File: src/rtl/ps2_frame_rx_pkg.sv
// Shared types and constants for the PS/2 device-to-host frame receiver.
package ps2_frame_rx_pkg;

   typedef enum logic [1:0] {
      IDLE,
      DATA,
      PARITY,
      STOP
   } ps2_state_e;

   localparam logic [7:0]  PS2_PFX_EXT   = 8'hE0;
   localparam logic [7:0]  PS2_PFX_BRK   = 8'hF0;
   localparam int unsigned PS2_DATA_BITS = 8;

   function automatic logic is_prefix(input logic [7:0] b);
      return (b == PS2_PFX_EXT) || (b == PS2_PFX_BRK);
   endfunction

endpackage

File: src/rtl/ps2_frame_rx_if.sv
// Pin and result bundle between the PS/2 pins, the receiver and keyboard_ctl.
interface ps2_frame_rx_if;

   logic        ps2_clk;
   logic        ps2_data;
   logic [15:0] keycode;
   logic        oflag;
   logic        err;
   logic        busy;

   modport master (
      output ps2_clk,
      output ps2_data,
      input  keycode,
      input  oflag,
      input  err,
      input  busy
   );

   modport slave (
      input  ps2_clk,
      input  ps2_data,
      output keycode,
      output oflag,
      output err,
      output busy
   );

endinterface

File: src/rtl/ps2_frame_rx_line_filter.sv
// Two-flop synchronisers on both pins, majority-free glitch filter on the clock
// and a registered falling-edge strobe of the filtered clock.
module ps2_line_filter #(
   parameter int unsigned FILTER_LEN = 8
) (
   input  logic clk,
   input  logic rst,
   input  logic ps2_clk_i,
   input  logic ps2_data_i,
   output logic data_sync_o,
   output logic fall_o
);

   logic [1:0]            clk_sync_q;
   logic [1:0]            data_sync_q;
   logic [FILTER_LEN-1:0] hist_q;
   logic                  filt_q;
   logic                  filt_d;
   logic                  fall_q;

   // Level only changes once the whole history agrees; mixed history holds.
   always_comb begin
      filt_d = filt_q;
      if (hist_q == '0) begin
         filt_d = 1'b0;
      end else if (hist_q == '1) begin
         filt_d = 1'b1;
      end
   end

   always_ff @(posedge clk or negedge rst) begin
      if (!rst) begin
         clk_sync_q  <= '1;
         data_sync_q <= '1;
         hist_q      <= '1;
         filt_q      <= 1'b1;
         fall_q      <= 1'b0;
      end else begin
         clk_sync_q  <= {clk_sync_q[0], ps2_clk_i};
         data_sync_q <= {data_sync_q[0], ps2_data_i};
         hist_q      <= {hist_q[FILTER_LEN-2:0], clk_sync_q[1]};
         filt_q      <= filt_d;
         fall_q      <= filt_q & ~filt_d;
      end
   end

   assign data_sync_o = data_sync_q[1];
   assign fall_o      = fall_q;

endmodule

File: src/rtl/ps2_frame_rx.sv
// PS/2 frame deserialiser: start/8 data/odd parity/stop, with E0/F0 prefix
// tracking, frame timeout and one-cycle oflag/err strobes.
module ps2_frame_rx
   import ps2_frame_rx_pkg::*;
#(
   parameter int unsigned FILTER_LEN     = 8,
   parameter int unsigned TIMEOUT_CYCLES = 200000
) (
   input  logic          clk,
   input  logic          rst,
   ps2_frame_rx_if.slave bus
);

   localparam int unsigned TMO_W = (TIMEOUT_CYCLES > 1) ? $clog2(TIMEOUT_CYCLES) : 1;
   localparam int unsigned BIT_W = $clog2(PS2_DATA_BITS);
   localparam logic [TMO_W-1:0] TMO_LAST = TMO_W'(TIMEOUT_CYCLES - 1);
   localparam logic [BIT_W-1:0] BIT_LAST = BIT_W'(PS2_DATA_BITS - 1);

   logic fall;
   logic data_s;

   ps2_line_filter #(
      .FILTER_LEN(FILTER_LEN)
   ) u_line_filter (
      .clk        (clk),
      .rst        (rst),
      .ps2_clk_i  (bus.ps2_clk),
      .ps2_data_i (bus.ps2_data),
      .data_sync_o(data_s),
      .fall_o     (fall)
   );

   ps2_state_e               state_q;
   logic [BIT_W-1:0]         bit_cnt_q;
   logic [PS2_DATA_BITS-1:0] shreg_q;
   logic                     parity_q;
   logic [TMO_W-1:0]         tmo_q;
   logic                     done_q;
   logic                     done_ok_q;
   logic [7:0]               pfx_q;
   logic [15:0]              keycode_q;
   logic                     oflag_q;
   logic                     err_q;

   always_ff @(posedge clk or negedge rst) begin
      if (!rst) begin
         state_q   <= IDLE;
         bit_cnt_q <= '0;
         shreg_q   <= '0;
         parity_q  <= 1'b0;
         tmo_q     <= '0;
         done_q    <= 1'b0;
         done_ok_q <= 1'b0;
         pfx_q     <= '0;
         keycode_q <= '0;
         oflag_q   <= 1'b0;
         err_q     <= 1'b0;
      end else begin
         // Output stage: the STOP verdict is published one cycle later.
         done_q  <= 1'b0;
         oflag_q <= done_q & done_ok_q;
         err_q   <= done_q & ~done_ok_q;
         if (done_q && done_ok_q) begin
            keycode_q <= {(is_prefix(pfx_q) ? pfx_q : 8'h00), shreg_q};
            pfx_q     <= shreg_q;
         end

         if (state_q == IDLE) begin
            tmo_q <= '0;
            if (fall && !data_s) begin
               state_q   <= DATA;
               bit_cnt_q <= '0;
            end
         end else if (fall) begin
            tmo_q <= '0;
            unique case (state_q)
               DATA: begin
                  shreg_q   <= {data_s, shreg_q[PS2_DATA_BITS-1:1]};
                  bit_cnt_q <= bit_cnt_q + 1'b1;
                  if (bit_cnt_q == BIT_LAST) begin
                     state_q <= PARITY;
                  end
               end
               PARITY: begin
                  parity_q <= data_s;
                  state_q  <= STOP;
               end
               STOP: begin
                  done_q    <= 1'b1;
                  done_ok_q <= data_s & (^{shreg_q, parity_q});
                  state_q   <= IDLE;
               end
               default: state_q <= IDLE;
            endcase
         end else if (tmo_q == TMO_LAST) begin
            state_q <= IDLE;
            tmo_q   <= '0;
         end else begin
            tmo_q <= tmo_q + 1'b1;
         end
      end
   end

   assign bus.keycode = keycode_q;
   assign bus.oflag   = oflag_q;
   assign bus.err     = err_q;
   assign bus.busy    = (state_q != IDLE);

endmodule
File: src/flat_wrapper.sv
// flat-port wrapper written by rule: the top's interface ports become plain ports
module ps2_frame_rx_flat import ps2_frame_rx_pkg::*;
#(
   parameter int unsigned FILTER_LEN     = 8,
   parameter int unsigned TIMEOUT_CYCLES = 200000
)
  (clk, rst, bus_ps2_clk, bus_ps2_data, bus_keycode, bus_oflag, bus_err, bus_busy);
  ps2_frame_rx_if bus_i ();
  input  logic clk;
  input  logic rst;
  input wire logic [$bits(bus_i.ps2_clk)-1:0] bus_ps2_clk;
  input wire logic [$bits(bus_i.ps2_data)-1:0] bus_ps2_data;
  output wire logic [$bits(bus_i.keycode)-1:0] bus_keycode;
  output wire logic [$bits(bus_i.oflag)-1:0] bus_oflag;
  output wire logic [$bits(bus_i.err)-1:0] bus_err;
  output wire logic [$bits(bus_i.busy)-1:0] bus_busy;
  assign bus_i.ps2_clk = bus_ps2_clk;
  assign bus_i.ps2_data = bus_ps2_data;
  assign bus_keycode = bus_i.keycode;
  assign bus_oflag = bus_i.oflag;
  assign bus_err = bus_i.err;
  assign bus_busy = bus_i.busy;
  ps2_frame_rx #(.FILTER_LEN(FILTER_LEN), .TIMEOUT_CYCLES(TIMEOUT_CYCLES)) u_core (.clk(clk), .rst(rst), .bus(bus_i));
endmodule
File: config.mk
export PLATFORM = sky130hd
export DESIGN_NAME = ps2_frame_rx_flat
export DESIGN_NICKNAME = d
export VERILOG_FILES = /design/src/rtl/ps2_frame_rx_pkg.sv /design/src/rtl/ps2_frame_rx_if.sv /design/src/rtl/ps2_frame_rx_line_filter.sv /design/src/rtl/ps2_frame_rx.sv /design/src/flat_wrapper.sv
export SDC_FILE = /design/constraint.sdc
export NUM_CORES = 1
export LEC_CHECK = 0
export ABC_AREA = 1
export CAP_MARGIN = 25
export CORE_UTILIZATION = 50
export CTS_BUF_LIST = sky130_fd_sc_hd__clkbuf_8 sky130_fd_sc_hd__clkbuf_16
export DETAILED_ROUTE_END_ITERATION = 8
export MAX_ROUTING_LAYER = met4
export PLACE_DENSITY_LB_ADDON = 0.08
export SETUP_SLACK_MARGIN = 0.15
export SYNTH_ARGS = -nofsm -noshare
export SYNTH_HDL_FRONTEND = slang
export SYNTH_SLANG_ARGS = --single-unit
File: constraint.sdc
create_clock -name clk -period 4.4 [get_ports clk]
set_clock_uncertainty 0.15 [all_clocks]
set_input_delay 0.88 -clock clk [delete_from_list [all_inputs] [get_ports clk]]
set_output_delay 0.88 -clock clk [all_outputs]
set_load 0.005 [all_outputs]
==> out/metrics.cfg, run 1 <==
[synthesis]
netlist_area_um2=2930
synth_cell_type_count=30
synth_warnings=0
seq_area_frac_synth_pct=57.0
netlist_instances=322
syn-num-nets=333
avgSynthCellArea_um2=9.08
ys_ff_latch=66

[layout]
final_common_cell=nand2_1
drive_gt1_share_pct=13.2
area_delta_synth_final_pct=18.0
nets=362
seq_area_um2=1670
antennaDiodeCount=0
final_cell_mix=nand2_1 (70), dfrtp_1 (53), inv_1 (44), nor2_1 (36), o21ai_0 (23)
fillers=477
post-route-cell-area_um2=3450
multi_input_area_um2=1060

[worst_setup_path]
critPathLaunchType=flip-flop
cp-end-kind=output port
cp_max_fo=6
arrival_ns=1.71
critPathRequiredTime_ns=3.37
worst-setup-path-type=reg2out

[clock_tree]
cts-root-buf=clkbuf_8
cts_resized=0
clock_sinks=66
insertion_delay_ns=0.33
htree_levels=3
cts_setup_buffers=0
cts_made_buffers=9
hold_buffers=0
clock_path_buffers=2
clk_pin_slew_ns=0.07
cts_tree=built

[floorplanning]
pin_count=23
start_util_pct=52.5
die_y_um=78.5
core_um2=5570
dieArea_um2=6160
row_count=27
die_w_um=78.5

[place]
gp_congestion=0.929
io_buffers=22
dpl-instance-area_um2=3210
pre_cts_slack_ns=2.02
hpwlAfterDp_mm=3.83

[detailed_routing]
num_vias=2121
drc=0
drtAntennaViolNets=0
vias_per_cell=4.96
drt-initial-drc-count=113
drtPass1Iterations=4
wl_mm=5.20
wl_per_cell_um=12.2

[flow_run]
maxCapViolCount=0

[sta]
grt_setup_unrepaired=no
setup_viol=0
slew_viol_final=0
tns_ns=0
relSlewSlack_pct=41.2
fin_ws_ns=1.66
tightest_slew_ns=0.883
timing.fmax_mhz=365
period_minus_slack_ns=2.74
period_share_pct=62.3
finalHoldViolCount=0

[power]
p_leak_nw=1.57
peakVddDrop_mv=0.250
power.density_nw_per_um2=392

[grt]
track_usage_pct=20.0
grt_max_degree=42
antenna_found_initial=0
overflow=0
first_global_vias=2082
grt_pass1_wl_mm=9.08

[min_path]
hp-class=reg2reg

[run_status]
outcome=completed

-- where the power goes --
part,internal [W],total [W],switching [W]
Combinational,0.0000392,0.000129,0.0000899
Clock,0.000353,0.000579,0.000226
Sequential,0.000631,0.000645,0.0000139
-- critical path, stage by stage, from the launching register on --
cell	delay, ns
dfrtp_1	0.40
inv_1	0.08
ha_1	0.26
inv_2	0.13
clkdlybuf4s50_1	0.51
-- state kept, by name, summed over array words and instances (netlist names) --
name,flops
u_core.state_q,2
u_core.u_line_filter.filt_q,1
u_core.u_line_filter.hist_q,8
u_core.bus.oflag,1
u_core.bus.err,1
u_core.bus.keycode,16
u_core.u_line_filter.fall_o,1
u_core.shreg_q,8
u_core.u_line_filter.data_sync_q,2
u_core.u_line_filter.clk_sync_q,2
u_core.bit_cnt_q,3
u_core.tmo_q,18
u_core.parity_q,1
u_core.done_q,1
u_core.done_ok_q,1
-- path summary, 6_finish.rpt --
path	startpoint	end	slack, ns	depth (start not counted)
max in group asynchronous	rst	u_core.u_line_filter.data_sync_q[0]	2.67	2
worst min register to register	u_core.u_line_filter.data_sync_q[0]	u_core.u_line_filter.data_sync_q[1]	0.21	0
worst min-delay path	u_core.u_line_filter.data_sync_q[0]	u_core.u_line_filter.data_sync_q[1]	0.21	0
worst max register to register	u_core.state_q[0]	u_core.state_q[0]	2.45	8
min in group asynchronous	rst	u_core.bus.keycode[9]	0.52	1
worst max-delay path	u_core.state_q[0]	bus_busy	1.66	4
-- stage by stage --
step	power, W	cells	hold slack, ns	util, %
detailed placement	0.000788	412	0.198	57.7
floorplan	0.000743	322	0.195	-
finish	0.00135	428	0.208	61.9
CTS	0.00137	428	0.209	61.9
global placement	0.000785	412	0.196	57.7
global route	0.00141	428	0.207	61.9
-- Yosys cell counts --
master	count	area, um^2
o21a_1	1	7.51
nor3_2	2	20.0
xor2_1	5	43.8
clkbuf_1	3	11.3
nand4_1	7	43.8
inv_1	44	165
nor4_1	2	12.5
nand2_2	3	18.8
o31ai_1	1	7.51
dfstp_2	13	342
xnor2_1	3	26.3
nor2_4	3	33.8
a31oi_1	1	6.26
inv_2	2	7.51
nor2_1	36	135
buf_2	1	5.00
o21bai_1	1	7.51
nor3b_1	3	22.5
o21ai_0	23	115
nand3_1	18	90.1
buf_4	1	7.51
and3_1	1	6.26
or2_1	1	6.26
nor2_2	2	12.5
nor3_1	8	40.0
ha_1	7	87.6
a21oi_1	3	15.0
nand3_2	4	40.0
nand2_1	70	263
dfrtp_1	53	1330
-- final cells by class --
| type | count | share of cell area (%) |
|---|---|---|
| clock buffers | 11 | 4.39 |
| clock inverters | 5 | 2.47 |
| multi-input cells | 205 | 30.7 |
| well taps | 72 | 2.61 |
| repair buffers | 23 | 6.45 |
| flip-flops and latches | 66 | 48.3 |
| inverters | 46 | 5.00 |
-- kinds of logic after synthesis --
kind of cell               synth area share, %
buffers and inverters                     6.72
xor gates and xnor gates                  2.40
AOI/OAI and AO/OA                         5.43
adders and majority gates                 2.99
DFF                                       57.0
and+or+nand+nor                           25.4
-- layer usage --
metal,up-vias,wire length (um),track usage [%]
met3,8,177,3.60
met4,0,89,11.3
met2,34,2430,30.4
li1,1075,-,-
met5,-,0,-
met1,1004,2500,25.5
Power figures use the tool's default switching activity.
==> run 2, diff against run 1 <==
==> constraint.sdc (replaced) <==
create_clock -name clk -period 2.6 [get_ports clk]
set_clock_uncertainty 0.15 [all_clocks]
set_input_delay 0.52 -clock clk [delete_from_list [all_inputs] [get_ports clk]]
set_output_delay 0.52 -clock clk [all_outputs]
set_load 0.005 [all_outputs]
==> out/metrics.cfg, run 2 (synthesized netlist as in run 1, its figures left out) <==
[worst_setup_path]
worst-setup-path-type=reg2out
timing.critical_path.buf_inv=3
crit_family=buffers and inverters
r2r_cells=8
r2r_slack_ns=0.74
cp_max_fo=6
critPathRequiredTime_ns=1.93
path_cells=inv_1 > ha_2 > inv_2 > clkdlybuf4s50_1
r2r_end=u_core.state_q[0]
arrival_ns=1.68
critical_path.max_stage_delay_ns=0.53
cpMaxStageDelayCell=clkdlybuf4s50_1
cp-end-kind=output port
timing.rr.start=u_core.state_q[0]
critPathLaunchType=flip-flop

[layout]
final_cell_mix=nand2_1 (70), dfrtp_1 (53), inv_1 (45), nor2_1 (36), o21ai_0 (23)
final_common_cell=nand2_1
instances_no_fill=431
antennaDiodeCount=0
largest_register=u_core.tmo_q
largest_reg_flops=18
drive_gt1_share_pct=13.9
nets=365
area_delta_synth_final_pct=18.2

[clock_tree]
clock_path_buffers=2
cts_made_buffers=9
cts_tree=built
insertion_delay_ns=0.33
htree_levels=3
hold_buffers=0
clk_pin_slew_ns=0.07
clock_sinks=66
cts-root-buf=clkbuf_8

[detailed_routing]
num_vias=2127
drtAntennaViolNets=0
vias_per_cell=4.94
drc=0
drt-initial-drc-count=126
drtPass1Iterations=4
wl_mm=5.30
wl_per_cell_um=12.3

[run_status]
outcome=completed

[floorplanning]
pin_count=23
start_util_pct=52.5
die_w_um=78.5
die_y_um=78.5
dieArea_um2=6160
row_count=27
core_um2=5570

[sta]
tns_ns=0
period_minus_slack_ns=2.35
period_share_pct=90.4
timing.fmax_mhz=426
finalHoldViolCount=0
relSlewSlack_pct=65.2
grt_setup_unrepaired=no
tightest_slew_ns=0.522
setup_viol=0
slew_viol_final=0

[min_path]
hp-class=in2async

[place]
dp.cells=413
hpwlAfterDp_mm=3.78
gp_congestion=0.830
io_buffers=22

[grt]
first_global_vias=2061
grt_pass1_wl_mm=9.29
antenna_found_initial=0
grt_max_degree=46
overflow=0
track_usage_pct=20.5

[power]
peakVddDrop_mv=0.464
power.density_nw_per_um2=631
p_leak_nw=1.58

[flow_run]
maxCapViolCount=0

## run 2: cell types whose count changed in the layout (fill, tap and decap cells not counted)
| cell | previous run | this run |
|---|---|---|
| clkinv_4 | 1 | 0 |
| buf_12 | 0 | 1 |
| ha_1 | 7 | 6 |
| ha_2 | 0 | 1 |
| buf_4 | 1 | 3 |
| inv_1 | 44 | 45 |
| bufinv_16 | 2 | 1 |
| clkinvlp_4 | 1 | 2 |
| inv_6 | 1 | 0 |
| clkinv_2 | 0 | 1 |
## run 2: worst max path at each step
stage / startpoint / end / depth (start not counted)
after CTS: u_core.state_q[0] / bus_busy / 4
after detailed placement: u_core.state_q[0] / bus_busy / 4
after global routing: u_core.state_q[0] / bus_busy / 4
after global placement: u_core.state_q[0] / bus_busy / 4
final: u_core.state_q[0] / bus_busy / 4
after floorplan: u_core.state_q[0] / u_core.state_q[0] / 8
## run 2: power breakdown
group	internal [W]	leakage, nW	total [W]	switching, W
clock network	0.000490	0.103	0.000862	0.000372
logic	0.0000719	0.600	0.000228	0.000156
registers	0.00107	0.874	0.00109	0.0000241
total	0.00163	1.58	0.00218	0.000553
## run 2: worst reg2reg max path: stages, from the launching register on
cell and delay, ns:
dfrtp_1 0.40, inv_1 0.08, ha_2 0.23, inv_2 0.12, nand3_2 0.27, or2_1 0.34, nand3_1 0.11, nand2_1 0.06
nand2_1 0.05
## run 2: final cells by class
| type | instances | area (um^2) |
|---|---|---|
| Fill cell | 489 | 2120 |
| Sequential cell | 66 | 1670 |
| Multi-Input combinational cell | 205 | 1060 |
| Timing Repair Buffer | 26 | 258 |
| Inverter | 46 | 173 |
| Clock buffer | 11 | 151 |
| Tap cell | 72 | 90.1 |
| Clock inverter | 5 | 53.8 |
## run 2: routing by layer
metal  wire length, um  vias up  global-route usage (%)
met1              2580      998                    26.0
met4                65        0                    7.22
met5                 0        -                       -
met3               187        8                    6.63
li1                  -     1089                       -
met2              2470       32                    31.1
## run 2: repair_timing
item                                    4_1_cts  5_1_grt
buffers inserted                              0        2
endpoints found under the setup margin        0        1
hold endpoints to repair                      0        0
gates resized for setup                       0        1
## run 2: through the flow
stage | hold WS, ns | utilization (%) | setup slack [ns] | power (W) | area (um^2)
after floorplan | 0.0744 | - | 1.00 | 0.00126 | 2930
after global placement | 0.198 | 58.0 | 0.592 | 0.00133 | 3230
after detailed placement | 0.199 | 58.0 | 0.562 | 0.00134 | 3230
after CTS | 0.0149 | 61.7 | 0.163 | 0.00221 | 3440
after global routing | 0.0295 | 62.0 | 0.184 | 0.00229 | 3460
final | 0.00658 | 62.0 | 0.251 | 0.00218 | 3460
